### config.mk
export PLATFORM = sky130hd
export DESIGN_NAME = branch_predictor
export DESIGN_NICKNAME = d
export VERILOG_FILES = /design/src/rtl/branch_predictor.sv
export SDC_FILE = /design/constraint.sdc
export NUM_CORES = 1
export LEC_CHECK = 0
export ABC_AREA = 1
export CORE_MARGIN = 2
export CORE_UTILIZATION = 45
export CTS_CLUSTER_DIAMETER = 60
export DETAILED_ROUTE_END_ITERATION = 8
export SETUP_SLACK_MARGIN = 0.2
export SLEW_MARGIN = 20
export SYNTH_ARGS = -nofsm -noshare
export SYNTH_HDL_FRONTEND = slang
export SYNTH_SLANG_ARGS = --single-unit
### constraint.sdc
create_clock -name clk -period 10 [get_ports clk]
set_input_delay 2 -clock clk [delete_from_list [all_inputs] [get_ports clk]]
set_output_delay 2 -clock clk [all_outputs]
set_load 0.05 [all_outputs]
### src/rtl/branch_predictor.sv
// Direct-mapped BTB with saturating direction counters, an ID-stage copy of the
// fetch-time prediction, resolve-time redirect generation and saturating statistics.
`timescale 1ns/1ps

module branch_predictor #(
  parameter int ADDR_WIDTH = 32,
  parameter int ENTRIES    = 16,
  parameter int CNT_WIDTH  = 2,
  parameter int STAT_WIDTH = 16
) (
  input  logic                  clk,
  input  logic                  rst,
  input  logic                  if_en,
  input  logic                  if_valid,
  input  logic [ADDR_WIDTH-1:0] if_pc,
  output logic                  pred_taken,
  output logic [ADDR_WIDTH-1:0] pred_target,
  input  logic                  id_flush,
  input  logic                  res_valid,
  input  logic                  res_is_branch,
  input  logic                  res_taken,
  input  logic [ADDR_WIDTH-1:0] res_target,
  output logic                  mispredict,
  output logic [ADDR_WIDTH-1:0] redirect_pc,
  input  logic                  stat_clr,
  output logic [STAT_WIDTH-1:0] stat_branches,
  output logic [STAT_WIDTH-1:0] stat_mispred
);

  localparam int IDX_W = $clog2(ENTRIES);
  localparam int TAG_W = ADDR_WIDTH - IDX_W - 2;

  localparam logic [CNT_WIDTH-1:0]  CNT_ZERO  = {CNT_WIDTH{1'b0}};
  localparam logic [CNT_WIDTH-1:0]  CNT_ONE   = CNT_WIDTH'(1);
  localparam logic [CNT_WIDTH-1:0]  CNT_MAX   = {CNT_WIDTH{1'b1}};
  localparam logic [CNT_WIDTH-1:0]  CNT_INIT  = CNT_ONE << (CNT_WIDTH - 1);
  localparam logic [STAT_WIDTH-1:0] STAT_ONE  = STAT_WIDTH'(1);
  localparam logic [STAT_WIDTH-1:0] STAT_MAX  = {STAT_WIDTH{1'b1}};
  localparam logic [ADDR_WIDTH-1:0] ADDR_FOUR = ADDR_WIDTH'(4);

  logic                  r_valid [ENTRIES];
  logic [TAG_W-1:0]      r_tag   [ENTRIES];
  logic [ADDR_WIDTH-1:0] r_tgt   [ENTRIES];
  logic [CNT_WIDTH-1:0]  r_cnt   [ENTRIES];

  logic                  r_id_v;
  logic [ADDR_WIDTH-1:0] r_id_pc;
  logic                  r_id_pt;
  logic [ADDR_WIDTH-1:0] r_id_tgt;
  logic                  r_id_hit;

  logic [STAT_WIDTH-1:0] r_stat_br;
  logic [STAT_WIDTH-1:0] r_stat_mp;

  logic [IDX_W-1:0]      w_lk_idx;
  logic [TAG_W-1:0]      w_lk_tag;
  logic                  w_lk_hit;
  logic [IDX_W-1:0]      w_up_idx;
  logic [TAG_W-1:0]      w_up_tag;
  logic                  w_upd;
  logic                  w_wrong;
  logic                  w_do_train;
  logic                  w_do_alloc;
  logic                  w_do_evict;
  logic [CNT_WIDTH-1:0]  w_cnt_cur;
  logic [CNT_WIDTH-1:0]  w_cnt_next;

  // Fetch-side lookup reads the table as it stands before this cycle's update.
  assign w_lk_idx    = if_pc[IDX_W+1:2];
  assign w_lk_tag    = if_pc[ADDR_WIDTH-1:IDX_W+2];
  assign w_lk_hit    = r_valid[w_lk_idx] && (r_tag[w_lk_idx] == w_lk_tag);
  assign pred_taken  = w_lk_hit && r_cnt[w_lk_idx][CNT_WIDTH-1];
  assign pred_target = pred_taken ? r_tgt[w_lk_idx] : (if_pc + ADDR_FOUR);

  assign w_up_idx   = r_id_pc[IDX_W+1:2];
  assign w_up_tag   = r_id_pc[ADDR_WIDTH-1:IDX_W+2];
  assign w_upd      = res_valid && r_id_v;
  assign w_do_train = w_upd && res_is_branch && r_id_hit;
  assign w_do_alloc = w_upd && res_is_branch && !r_id_hit && res_taken;
  assign w_do_evict = w_upd && !res_is_branch && r_id_hit;
  assign w_cnt_cur  = r_cnt[w_up_idx];

  // Compare the resolved outcome with what fetch predicted for this instruction.
  always_comb begin
    w_wrong = 1'b0;
    if (res_is_branch) begin
      w_wrong = (res_taken != r_id_pt) ||
                (res_taken && r_id_pt && (res_target != r_id_tgt));
    end else begin
      w_wrong = r_id_pt;
    end
  end

  assign mispredict  = w_upd && w_wrong;
  assign redirect_pc = (res_is_branch && res_taken) ? res_target : (r_id_pc + ADDR_FOUR);

  // Saturating step of the direction counter toward the resolved direction.
  always_comb begin
    w_cnt_next = w_cnt_cur;
    if (res_taken) begin
      if (w_cnt_cur != CNT_MAX) begin
        w_cnt_next = w_cnt_cur + CNT_ONE;
      end else begin
        w_cnt_next = w_cnt_cur;
      end
    end else begin
      if (w_cnt_cur != CNT_ZERO) begin
        w_cnt_next = w_cnt_cur - CNT_ONE;
      end else begin
        w_cnt_next = w_cnt_cur;
      end
    end
  end

  // ID-stage copy of the fetch prediction; a flush wins over an advance.
  always_ff @(posedge clk or posedge rst) begin
    if (rst) begin
      r_id_v   <= 1'b0;
      r_id_pc  <= {ADDR_WIDTH{1'b0}};
      r_id_pt  <= 1'b0;
      r_id_tgt <= {ADDR_WIDTH{1'b0}};
      r_id_hit <= 1'b0;
    end else if (id_flush) begin
      r_id_v <= 1'b0;
    end else if (if_en) begin
      r_id_v   <= if_valid;
      r_id_pc  <= if_pc;
      r_id_pt  <= pred_taken;
      r_id_tgt <= pred_target;
      r_id_hit <= w_lk_hit;
    end
  end

  // Entry valid bits and counters: allocate, train or evict the resolved entry.
  always_ff @(posedge clk or posedge rst) begin
    if (rst) begin
      for (int i = 0; i < ENTRIES; i++) begin
        r_valid[i] <= 1'b0;
        r_cnt[i]   <= CNT_ZERO;
      end
    end else if (w_do_alloc) begin
      r_valid[w_up_idx] <= 1'b1;
      r_cnt[w_up_idx]   <= CNT_INIT;
    end else if (w_do_train) begin
      r_cnt[w_up_idx] <= w_cnt_next;
    end else if (w_do_evict) begin
      r_valid[w_up_idx] <= 1'b0;
    end
  end

  // Tag and target payload; only meaningful while the matching valid bit is set.
  always_ff @(posedge clk) begin
    if (w_do_alloc) begin
      r_tag[w_up_idx] <= w_up_tag;
      r_tgt[w_up_idx] <= res_target;
    end else if (w_do_train && res_taken) begin
      r_tgt[w_up_idx] <= res_target;
    end
  end

  // Saturating statistics; a clear in the same cycle beats any increment.
  always_ff @(posedge clk or posedge rst) begin
    if (rst) begin
      r_stat_br <= {STAT_WIDTH{1'b0}};
      r_stat_mp <= {STAT_WIDTH{1'b0}};
    end else if (stat_clr) begin
      r_stat_br <= {STAT_WIDTH{1'b0}};
      r_stat_mp <= {STAT_WIDTH{1'b0}};
    end else begin
      if (w_upd && res_is_branch && (r_stat_br != STAT_MAX)) begin
        r_stat_br <= r_stat_br + STAT_ONE;
      end
      if (mispredict && (r_stat_mp != STAT_MAX)) begin
        r_stat_mp <= r_stat_mp + STAT_ONE;
      end
    end
  end

  assign stat_branches = r_stat_br;
  assign stat_mispred  = r_stat_mp;

endmodule

## Word-level counts from Yosys, hierarchy flattened

Memories as Yosys holds them, arrays and structs flattened.
Cells that the tools add are included.

| cells by class | value |
|---|---|
| add/subtract/negate cells | 6 |
| $lt $le $gt $ge | 3 |
| equal/unequal tests | 7 |
| mux-type cells | 37 |
| bitwise gates (word level) | 10 |
| reductions and logical operators | 28 |

Operators with widths:

| cell | number |
|---|---|
| 2-to-1 mux 32 bit | 5 |
| 2-to-1 mux 16 bit | 7 |
| adder 32 x 3 -> 32 bit (second input constant) | 2 |
| adder 16 x 1 -> 16 bit (second input constant) | 2 |
| AND 16 bit | 2 |
| bitwise mux 32 bit | 1 |
| != test 16 bit (second input constant) | 2 |
| != test 32 bit | 1 |
| NOT 16 bit | 2 |
| OR 16 bit | 2 |
| == test 26 bit | 1 |
| logical AND 1 bit | 17 |
| binary-select mux 2 bit (select 4 bit) | 2 |
| 2-to-1 mux 2 bit | 8 |
| nonzero test 2 bit | 6 |
| 2-to-1 mux 1 bit | 11 |
| greater-or-equal comparator 5 bit (second input constant) | 2 |
| NOT 4 -> 5 bit | 2 |
| demux 2 bit (select 4 bit) | 1 |
| less-than comparator 5 x 1 -> 1 bit (second input constant) | 1 |
| binary-select mux 1 bit (select 4 bit) | 1 |
| demux 1 bit (select 4 bit) | 1 |
| AND reduction 2 bit | 2 |
| adder 2 x 1 -> 2 bit (second input constant) | 1 |
| 8 further kinds | 9 |

| storage, ports and cells | value |
|---|---|
| bits in registers | 147 |
| bits in writable memories | 928 |
| input port bits | 73 |
| output and inout bits | 98 |
| word-level logic and storage cells | 132 |
| memories | 2 |

Memory list:

| memory | words | bits a word | rd ports | clocked after memory_dff | write ports | line | text |
|---|---|---|---|---|---|---|---|
| r_tgt | 16 | 32 | 1 | 0 | 1 | 43 | `logic [ADDR_WIDTH-1:0] r_tgt [ENTRIES];` |
| r_tag | 16 | 26 | 1 | 0 | 1 | 42 | `logic [TAG_W-1:0] r_tag [ENTRIES];` |

## Logic depth before layout (Yosys ltp)

Gate-level depths: netlist (run 1).

| depth | value |
|---|---|
| depth after elaboration | 10 |
| depth in mapped cells | 23 |
| depth with buffers taken out | 21 |

## Worst setup path after synthesis (run 1)

OpenSTA, ideal clock, no wires.

| timing | value |
|---|---|
| kind | input-to-output |
| start | in if_pc[3] |
| end | out pred_target[2] |
| arrival | 3.998 ns |
| required time | 8.000 ns |
| path slack | 4.002 ns |
| cell stages on the path | 17 |
| path buffers | 3 |
| cell sequence | buf_2 -> clkinv_2 -> clkbuf_1 -> nand3_1 -> nand3_1 -> nand3_1 -> nand2_1 -> nand2_1 -> nand2_1 -> nand2_1 -> nor2_1 -> nand2_1 -> nor2_1 -> nand3_1 -> buf_2 -> nand2_1 -> and2_1 |

| on the way | value |
|---|---|
| cells in the longest elaborated chain, start to end | 7 |
| elaborated cells between the ends (all ways) | 13 |
| those cells by class | eq/ne (1); mux (7); bitwise (1); reduce/logical (2); memory (2) |

RTL lines:

| item | line | text |
|---|---|---|
| start, declared | 15 | `input logic [ADDR_WIDTH-1:0] if_pc,` |
| parallel branches: the longest is 6 deep, another holds memory read (16 x 26 bit) | n/a |  |
| 2-to-1 mux 32 bit * | 73 | `assign pred_target = pred_taken ? r_tgt[w_lk_idx] : (if_pc + ADDR_FOUR);` |
| end, declared | 17 | `output logic [ADDR_WIDTH-1:0] pred_target,` |

Every way passes the cells marked *. The select of a mux whose other input is x is not followed.

## Worst setup path in the final report (run 1)

| timing | value |
|---|---|
| start | in if_pc[2] |
| end | out pred_target[7] |

Same word-level chain as after synthesis.

==> summary.md, run 1 <==
| Metric | Value |
|---|---|
| Endpoint type of the worst setup path | `output port` |
| Worst-path maximum fanout | `110` |
| FP Rows | `119` |
| Antenna violations before repair | `6` |
| Final Max Tran Viols | `0` |
| Detail Route Antenna Nets | `0` |
| Worst clock skew | `0.03800 ns` |
| Fillers | `9362` |
| Met2 Use GR | `0.4106` |
| Final RePlAce weighted congestion | `0.9385` |
| DR vias | `34610` |
| Die extent in x | `329.2 um` |
| Total DRC errors in the routed layout | `0` |
| Longest Clk Path Bufs | `3` |
| Post-DP HPWL | `84540 um` |
| CP peak stage delay | `0.80 ns` |
| Inst Count DP | `6024` |
| Synth Instances | `4637` |
| P&R area growth vs syn | `15.04%` |
| Hold crit path type | `flip-flop to flip-flop` |
| Root Driver | `clkbuf_16` |
| Initial Utilization | `0.4526` |
| Final min period | `9.167 ns` |
| Pin count of the biggest net entering global routing | `220` |
| Vias per std cell | `5.542` |
| Slew Limit Headroom | `0.1323` |
| Syn_area_per_cell | `10.26 um^2` |
| I/O pin cnt | `171` |
| Mapped Area | `0.04758 mm^2` |
| CTS resizes | `0` |
| Register area share after synthesis | `0.6630` |
| Critical path launch point | `if_pc[2]` |
| Post-synth top flop | `edfxtp_1` |
| Worst-skew pair later-pin latency | `0.73 ns` |
| Core ar. | `0.1051 mm^2` |
| Status | `completed` |
| Final net count | `4833` |
| FFs w/ async S/R, synth | `0.1367` |
| WHS | `0.4886 ns` |
| Most used cell, CP | `nand2_1` |
| Startpoint Class | `input pin` |
| Period Utilization, post-route | `0.9167` |
| FF+latch count, synth | `1075` |
| Setup Buffers After CTS | `0` |
| Layout cell share with drive strength beyond 1 | `0.06822` |
| Port-buffer cells | `170` |
| CTS Sinks | `1075` |
| Final Non-Filler Cells | `6246` |
| Worst-path cell with the longest stage delay | `clkdlybuf4s50_1` |
| CTS Buf Count | `116` |
| Kind of critical path | `input pin to output port` |
| CTS tree | `built` |
| Fmax | `109.1 MHz` |
| Synth warnings | `0` |
| Worst EP arrival | `7.17 ns` |
| Final setup vio count | `0` |
| P per Cell Area | `191.4 mW/mm^2` |
| # hold bufs at CTS | `0` |
| GRT Max-Usage Layer | `met2` |
| Netlist cell types | `48` |
| Most common cell after layout, fill and taps aside | `nand2_1` |
| Syn Nets | `4718` |
| GRT overflow | `0` |
| Buffers and inverters on the worst path | `5` |
| DRT iter0 DRCs | `4192` |
| Worst Max-Slew Pin Slew | `1.288 ns` |
| First-pass GRT wire length | `213500 um` |
| Met1 Usage GRT | `0.3787` |
| Crit path required time | `8.00 ns` |
| Max VDD drop | `0.0001378 V` |
| Die Height | `329.2 um` |
| Critical Path, Cell by Cell | `buf_8 -> inv_8 -> buf_12 -> nand2_1 -> nand2_1 -> nand2_1 -> nand3_1 -> nand3_1 -> nand2_1 -> nand2_1 -> o21ai_0 -> nor2_1 -> nand3_1 -> nor2_1 -> nand3_2 -> nand2_1 -> nand2_1 -> inv_1 -> clkdlybuf4s50_1` |
| Final Hold Fails | `0` |
| Commonest non-fill, non-tap cells in the layout | `nand2_1 (1127), edfxtp_1 (928), nor2_1 (508)` |
| Drt pass-1 iters | `9` |
| RSZ-0062 raised after global routing | `false` |
| Largest delay share family, worst path | `simple AND/OR/NAND/NOR gates` |
| Leak | `21.01 nW` |
| DR WL/cell | `23.42 um` |
| Vias in the first global route | `32200` |
| Post-synth EDFFs | `928` |
| CTS clock-pin slew for the worst setup and hold paths | `0.05 ns` |
| Die area | `0.1084 mm^2` |
| Final TNS setup | `0 ns` |
| Overall Global Routing Usage | `0.2671` |
| H-tree Lvls | `3` |
| Final WL | `146300 um` |
| Max-cap violations | `0` |
| Worst flop-to-flop path startpoint | `r_tag[7][1]$_DFFE_PP_` |
| Met3 usage | `0.05661` |
cells by family after synthesis:
kind of cell    count (synthesis)  synth area share
xor+xnor                       86           0.01583
fa+ha+maj                       8          0.002104
simple gates                 2097            0.1797
compound gates                711           0.08291
flops                        1075            0.6630
buf+inv                       660           0.05646
synthesized netlist by cell type (all sizes together), types with 5 or more instances:
library cell / number / area [um^2]
a21oi: 62 / 314.1
a221oi: 11 / 96.34
a31oi: 15 / 93.84
and2: 14 / 87.58
buf: 107 / 609.3
clkbuf: 136 / 510.5
clkinv: 5 / 20.01
dfrtp: 147 / 3679
edfxtp: 928 / 27870
ha: 8 / 100.1
inv: 412 / 1546
nand2: 1130 / 4247
nand3: 345 / 1744
nand4: 10 / 68.81
nor2: 546 / 2072
nor3: 34 / 207.7
nor4: 8 / 56.30
o211ai: 7 / 52.55
o21ai: 464 / 2322
o221ai: 35 / 306.5
o22ai: 101 / 631.9
o31ai: 13 / 97.59
or2: 6 / 37.54
xnor2: 30 / 262.8
xor2: 56 / 490.5
metrics by stage:
step | utilization | power (mW) | cell area (um^2) | setup slack, ns
global placement | 0.4826 | 6.195 | 50730 | 0.7734
finish | 0.5207 | 10.48 | 54740 | 0.8333
detailed placement | 0.4834 | 6.204 | 50820 | 0.8172
floorplan | - | 5.779 | 47580 | 4.002
global route | 0.5207 | 10.80 | 54740 | 0.5738
CTS | 0.5204 | 10.51 | 54700 | 0.7781
worst register-to-register path: cells and delay by family, from the launching register on:
family        cells  cell delay [ns]
simple gates     15             2.87
flops             1             0.38
buf+inv           1             0.07
final cells by class:
cell class,count,area (um^2),area share
inverter,417,1589,0.02903
clock inverter,69,755.7,0.01381
timing repair buffer,240,2361,0.04313
clock buffer,149,3128,0.05715
antenna,3,7.507,0.0001371
multi-input combinational,2902,13610,0.2487
tap,1391,1740,0.03180
sequential,1075,31550,0.5763
sequential cells by signal, summed over array words and instances, names as in the netlist, named ones only:
signal / count
r_id_pt: 1
r_id_v: 1
stat_branches: 16
r_tag: 416
stat_mispred: 16
r_id_pc: 32
r_cnt: 32
r_id_hit: 1
r_id_tgt: 32
r_tgt: 512
final timing paths:
| check | cells after the start | slack, ns | to |
|---|---|---|---|
| worst max-delay path | 19 | 0.83 | pred_target[7] |
| worst min-delay path | 2 | 0.49 | flip-flop |
| worst max register to register | 16 | 6.57 | r_id_tgt[6]$_DFFE_PP0P_ |
| worst min register to register | 2 | 0.49 | flip-flop |
| max in group asynchronous | 3 | 6.64 | r_id_tgt[24]$_DFFE_PP0P_ |
| min in group asynchronous | 2 | 1.85 | stat_mispred[12]$_DFFE_PP0P_ |
power by group:
| part | switching, mW | internal, mW | leakage [nW] | total [mW] |
|---|---|---|---|---|
| sequential | 0.140 | 5.00 | 10.3 | 5.14 |
| combinational | 0.712 | 0.282 | 8.86 | 0.994 |
| clock | 1.82 | 2.53 | 1.89 | 4.34 |
layer usage:
layer / share of wire / routed length [um]
met1: 0.42 / 61890
met3: 0.093 / 13580
met2: 0.45 / 65990
met4: 0.033 / 4768
met5: 0.00020 / 29
No activity file was read; power rests on OpenSTA's default activity.
==> run 2, diff against run 1 <==
Settings changed: MAX_ROUTING_LAYER from default to met4, TNS_END_PERCENT from default to 100.
==> run 2 against run 1 <==
Count of clock-buffer cells in the layout is 5 lower; critical path type unchanged; combinational power increased by 0.4%; utilization barely moved; wire length barely moved; global-route usage is 0.79 points higher; sequential power about the same; register-to-register slack got worse by 0.31 ns; via count is 0.55% higher; flip-flop and latch count unchanged; sequential share of layout area barely moved; power fell by 0.24%.
==> summary.md, run 2 (synthesized netlist as in run 1, its figures left out) <==
| Metric | Value |
|---|---|
| Final WL | `146300 um (about the same)` |
| Period Utilization, post-route | `0.8807 (-0.03602)` |
| CTS tree | `built` |
| Final Max Tran Viols | `0 (unchanged)` |
| Core ar. | `0.1051 mm^2 (unchanged)` |
| Worst clock skew | `0.05452 ns (+0.01652 ns)` |
| Int Power | `7.791 mW (-0.26%)` |
| Die Height | `329.2 um (unchanged)` |
| # hold bufs at CTS | `0 (unchanged)` |
| Die area | `0.1084 mm^2 (unchanged)` |
| Worst Max-Slew Pin Slew | `1.204 ns (-0.08391 ns)` |
| Critical path launch point | `if_pc[5]` |
| Final Hold Fails | `0 (unchanged)` |
| Post-DP HPWL | `86710 um (+2.6%)` |
| Pin count of the biggest net entering global routing | `106 (-52%)` |
| Post-Route Utilization | `0.5206 (about the same)` |
| Leak | `21.02 nW (about the same)` |
| FP Rows | `119 (unchanged)` |
| Final min period | `8.807 ns (-0.3602 ns)` |
| Final setup vio count | `0 (unchanged)` |
| P per Cell Area | `191.0 mW/mm^2 (-0.22%)` |
| Kind of critical path | `input pin to output port` |
| Detail Route Antenna Nets | `0 (unchanged)` |
| Endpoint type of the worst setup path | `output port` |
| Max VDD drop | `0.0002067 V (+50%)` |
| First-pass GRT wire length | `213100 um (-0.20%)` |
| Reg2reg end | `r_tag[8][9]$_DFFE_PP_` |
| Largest regs | `r_tgt (512), r_tag (416)` |
| Max FFs per register | `512 (unchanged)` |
| Largest reg by FF count | `r_tgt` |
| Max-cap violations | `0 (unchanged)` |
| CTS Buf Count | `114 (-1.7%)` |
| DRT iter0 DRCs | `4340 (+3.5%)` |
| Startpoint Class | `input pin` |
| P&R area growth vs syn | `15.03% (about the same)` |
| Final net count | `4839 (+0.12%)` |
| Commonest non-fill, non-tap cells in the layout | `nand2_1 (1127), edfxtp_1 (928), nor2_1 (508)` |
| Worst-skew pair later-pin latency | `0.73 ns (about the same)` |
| Hold crit path type | `flip-flop to flip-flop` |
| Setup Buffers After CTS | `0 (unchanged)` |
| Switching power | `2.663 mW (-0.18%)` |
| Final Power | `10.45 mW (-0.24%)` |
| Net switching fraction of the power | `0.2547 (about the same)` |
| Final TNS setup | `0 ns (unchanged)` |
| Longest Clk Path Bufs | `3 (unchanged)` |
| Total DRC errors in the routed layout | `0 (unchanged)` |
| Status | `completed` |
| Clock Power Share | `0.413 (-0.002)` |
| Root Driver | `clkbuf_16` |
| Die extent in x | `329.2 um (unchanged)` |
| Vias per std cell | `5.565 (+0.42%)` |
| Worst-path maximum fanout | `48 (-56%)` |
| H-tree Lvls | `3 (unchanged)` |
| Internal reg-to-reg setup slack | `6.26 ns (-0.31 ns)` |
| Drt pass-1 iters | `6 (-3)` |
| Antenna violations before repair | `6 (unchanged)` |
| RSZ-0062 raised after global routing | `false` |
| Worst Slack Setup Final | `1.193 ns (+0.3602 ns)` |
| Setup crit end | `pred_target[4]` |
| Final RePlAce weighted congestion | `0.9359 (-0.28%)` |
| Initial Utilization | `0.4526 (unchanged)` |
| GRT overflow | `0 (unchanged)` |
| Fmax | `113.6 MHz (+4.1%)` |
| Port-buffer cells | `170 (unchanged)` |
| Power share of the combinational group | `0.095 (about the same)` |
| CTS Sinks | `1075 (unchanged)` |
| Worst EP arrival | `6.81 ns (-0.36 ns)` |
| CTS resizes | `0 (unchanged)` |
| Seq pwr share | `0.492 (about the same)` |
| Vias in the first global route | `32080 (-0.38%)` |
| Worst flop-to-flop path startpoint | `r_id_v$_DFFE_PP0P_` |
| CTS clock-pin slew for the worst setup and hold paths | `0.06 ns (about the same)` |
| Overall Global Routing Usage | `0.2751 (+0.007933)` |
| Slew Limit Headroom | `0.1889 (+0.05653)` |
| Reg2reg path depth | `11 (-5)` |
| Crit path required time | `8.00 ns (about the same)` |
| Most common cell after layout, fill and taps aside | `nand2_1` |
| Layout cell share with drive strength beyond 1 | `0.06875 (+0.0005333)` |
| WHS | `0.4958 ns (+0.007200 ns)` |
| Fillers | `9368 (+0.064%)` |
| Dpl ws | `1.301 ns (+0.4839 ns)` |
| DR vias | `34800 (+0.55%)` |
| DR WL/cell | `23.39 um (-0.11%)` |
| I/O pin cnt | `171 (unchanged)` |
## run 2: cell count changes in the layout (fill, tap and decap cells not counted), moves of 3 or more
cell,delta
buf_4,+10
clkinv_1,+5
clkbuf_16,-3
clkinv_2,-3
## run 2: cell type report
type                    instances  area [um^2]  share of cell area
well taps                    1391         1740             0.03180
flip-flops and latches       1075        31550              0.5764
inverters                     417         1587             0.02899
diodes                          5        12.51           0.0002286
clock buffers                 144         3045             0.05565
clock inverters                72        807.0             0.01475
repair buffers                248         2381             0.04351
multi-input cells            2902        13610              0.2487
## run 2: worst min-delay path by stage
stage                                  start                       end  slack (ns)  cells after the start
finish                             flip-flop                 flip-flop        0.50                      2
global placement                   flip-flop                 flip-flop        0.47                      2
CTS                 r_id_tgt[24]$_DFFE_PP0P_  r_id_tgt[24]$_DFFE_PP0P_        0.50                      2
detailed placement  r_id_tgt[24]$_DFFE_PP0P_  r_id_tgt[24]$_DFFE_PP0P_        0.48                      2
global route         r_id_tgt[0]$_DFFE_PP0P_   r_id_tgt[0]$_DFFE_PP0P_        0.51                      2
floorplan                          flip-flop                 flip-flop        0.45                      2
## run 2: per-layer routing
metal  wire length (um)  up-vias  global-route usage  share of wire
met3              13620      226             0.05426          0.093
met2              66320     1496              0.4136           0.45
li1                   -    15990                   -              -
met4               4036        0             0.07915          0.028
met1              62310    17090              0.3806           0.43
met5                  0        -                   -              0
## run 2: power groups by stage
stage	Clock [mW]	Sequential (mW)	Combinational (mW)
final	4.32	5.14	0.998
after global routing	4.54	5.15	1.08
after CTS	4.36	5.13	0.985
after detailed placement	0	5.23	0.980
after global placement	0	5.22	0.976
after floorplan	0	5.17	0.608
## run 2: worst max-delay path, cell delays in order
cell	delay, ns
clkdlybuf4s50_1	0.50
clkinv_2	0.11
buf_4	0.70
buf_4	0.44
nand2_1	0.09
nor2_1	0.22
nor2_1	0.10
a21oi_1	0.18
nand2_1	0.07
nor2_1	0.10
nand3_1	0.12
nor2_4	0.71
nand2_1	0.25
nand2_1	0.14
and2_1	0.18
clkdlybuf4s50_1	0.82
## run 2: through the flow
stage,instance area (um^2),std cells
2_1_floorplan,47580,4637
3_3_place_gp,50810,6031
3_5_place_dp,50860,6033
4_1_cts,54720,6249
5_1_grt,54730,6253
6_report,54730,6254
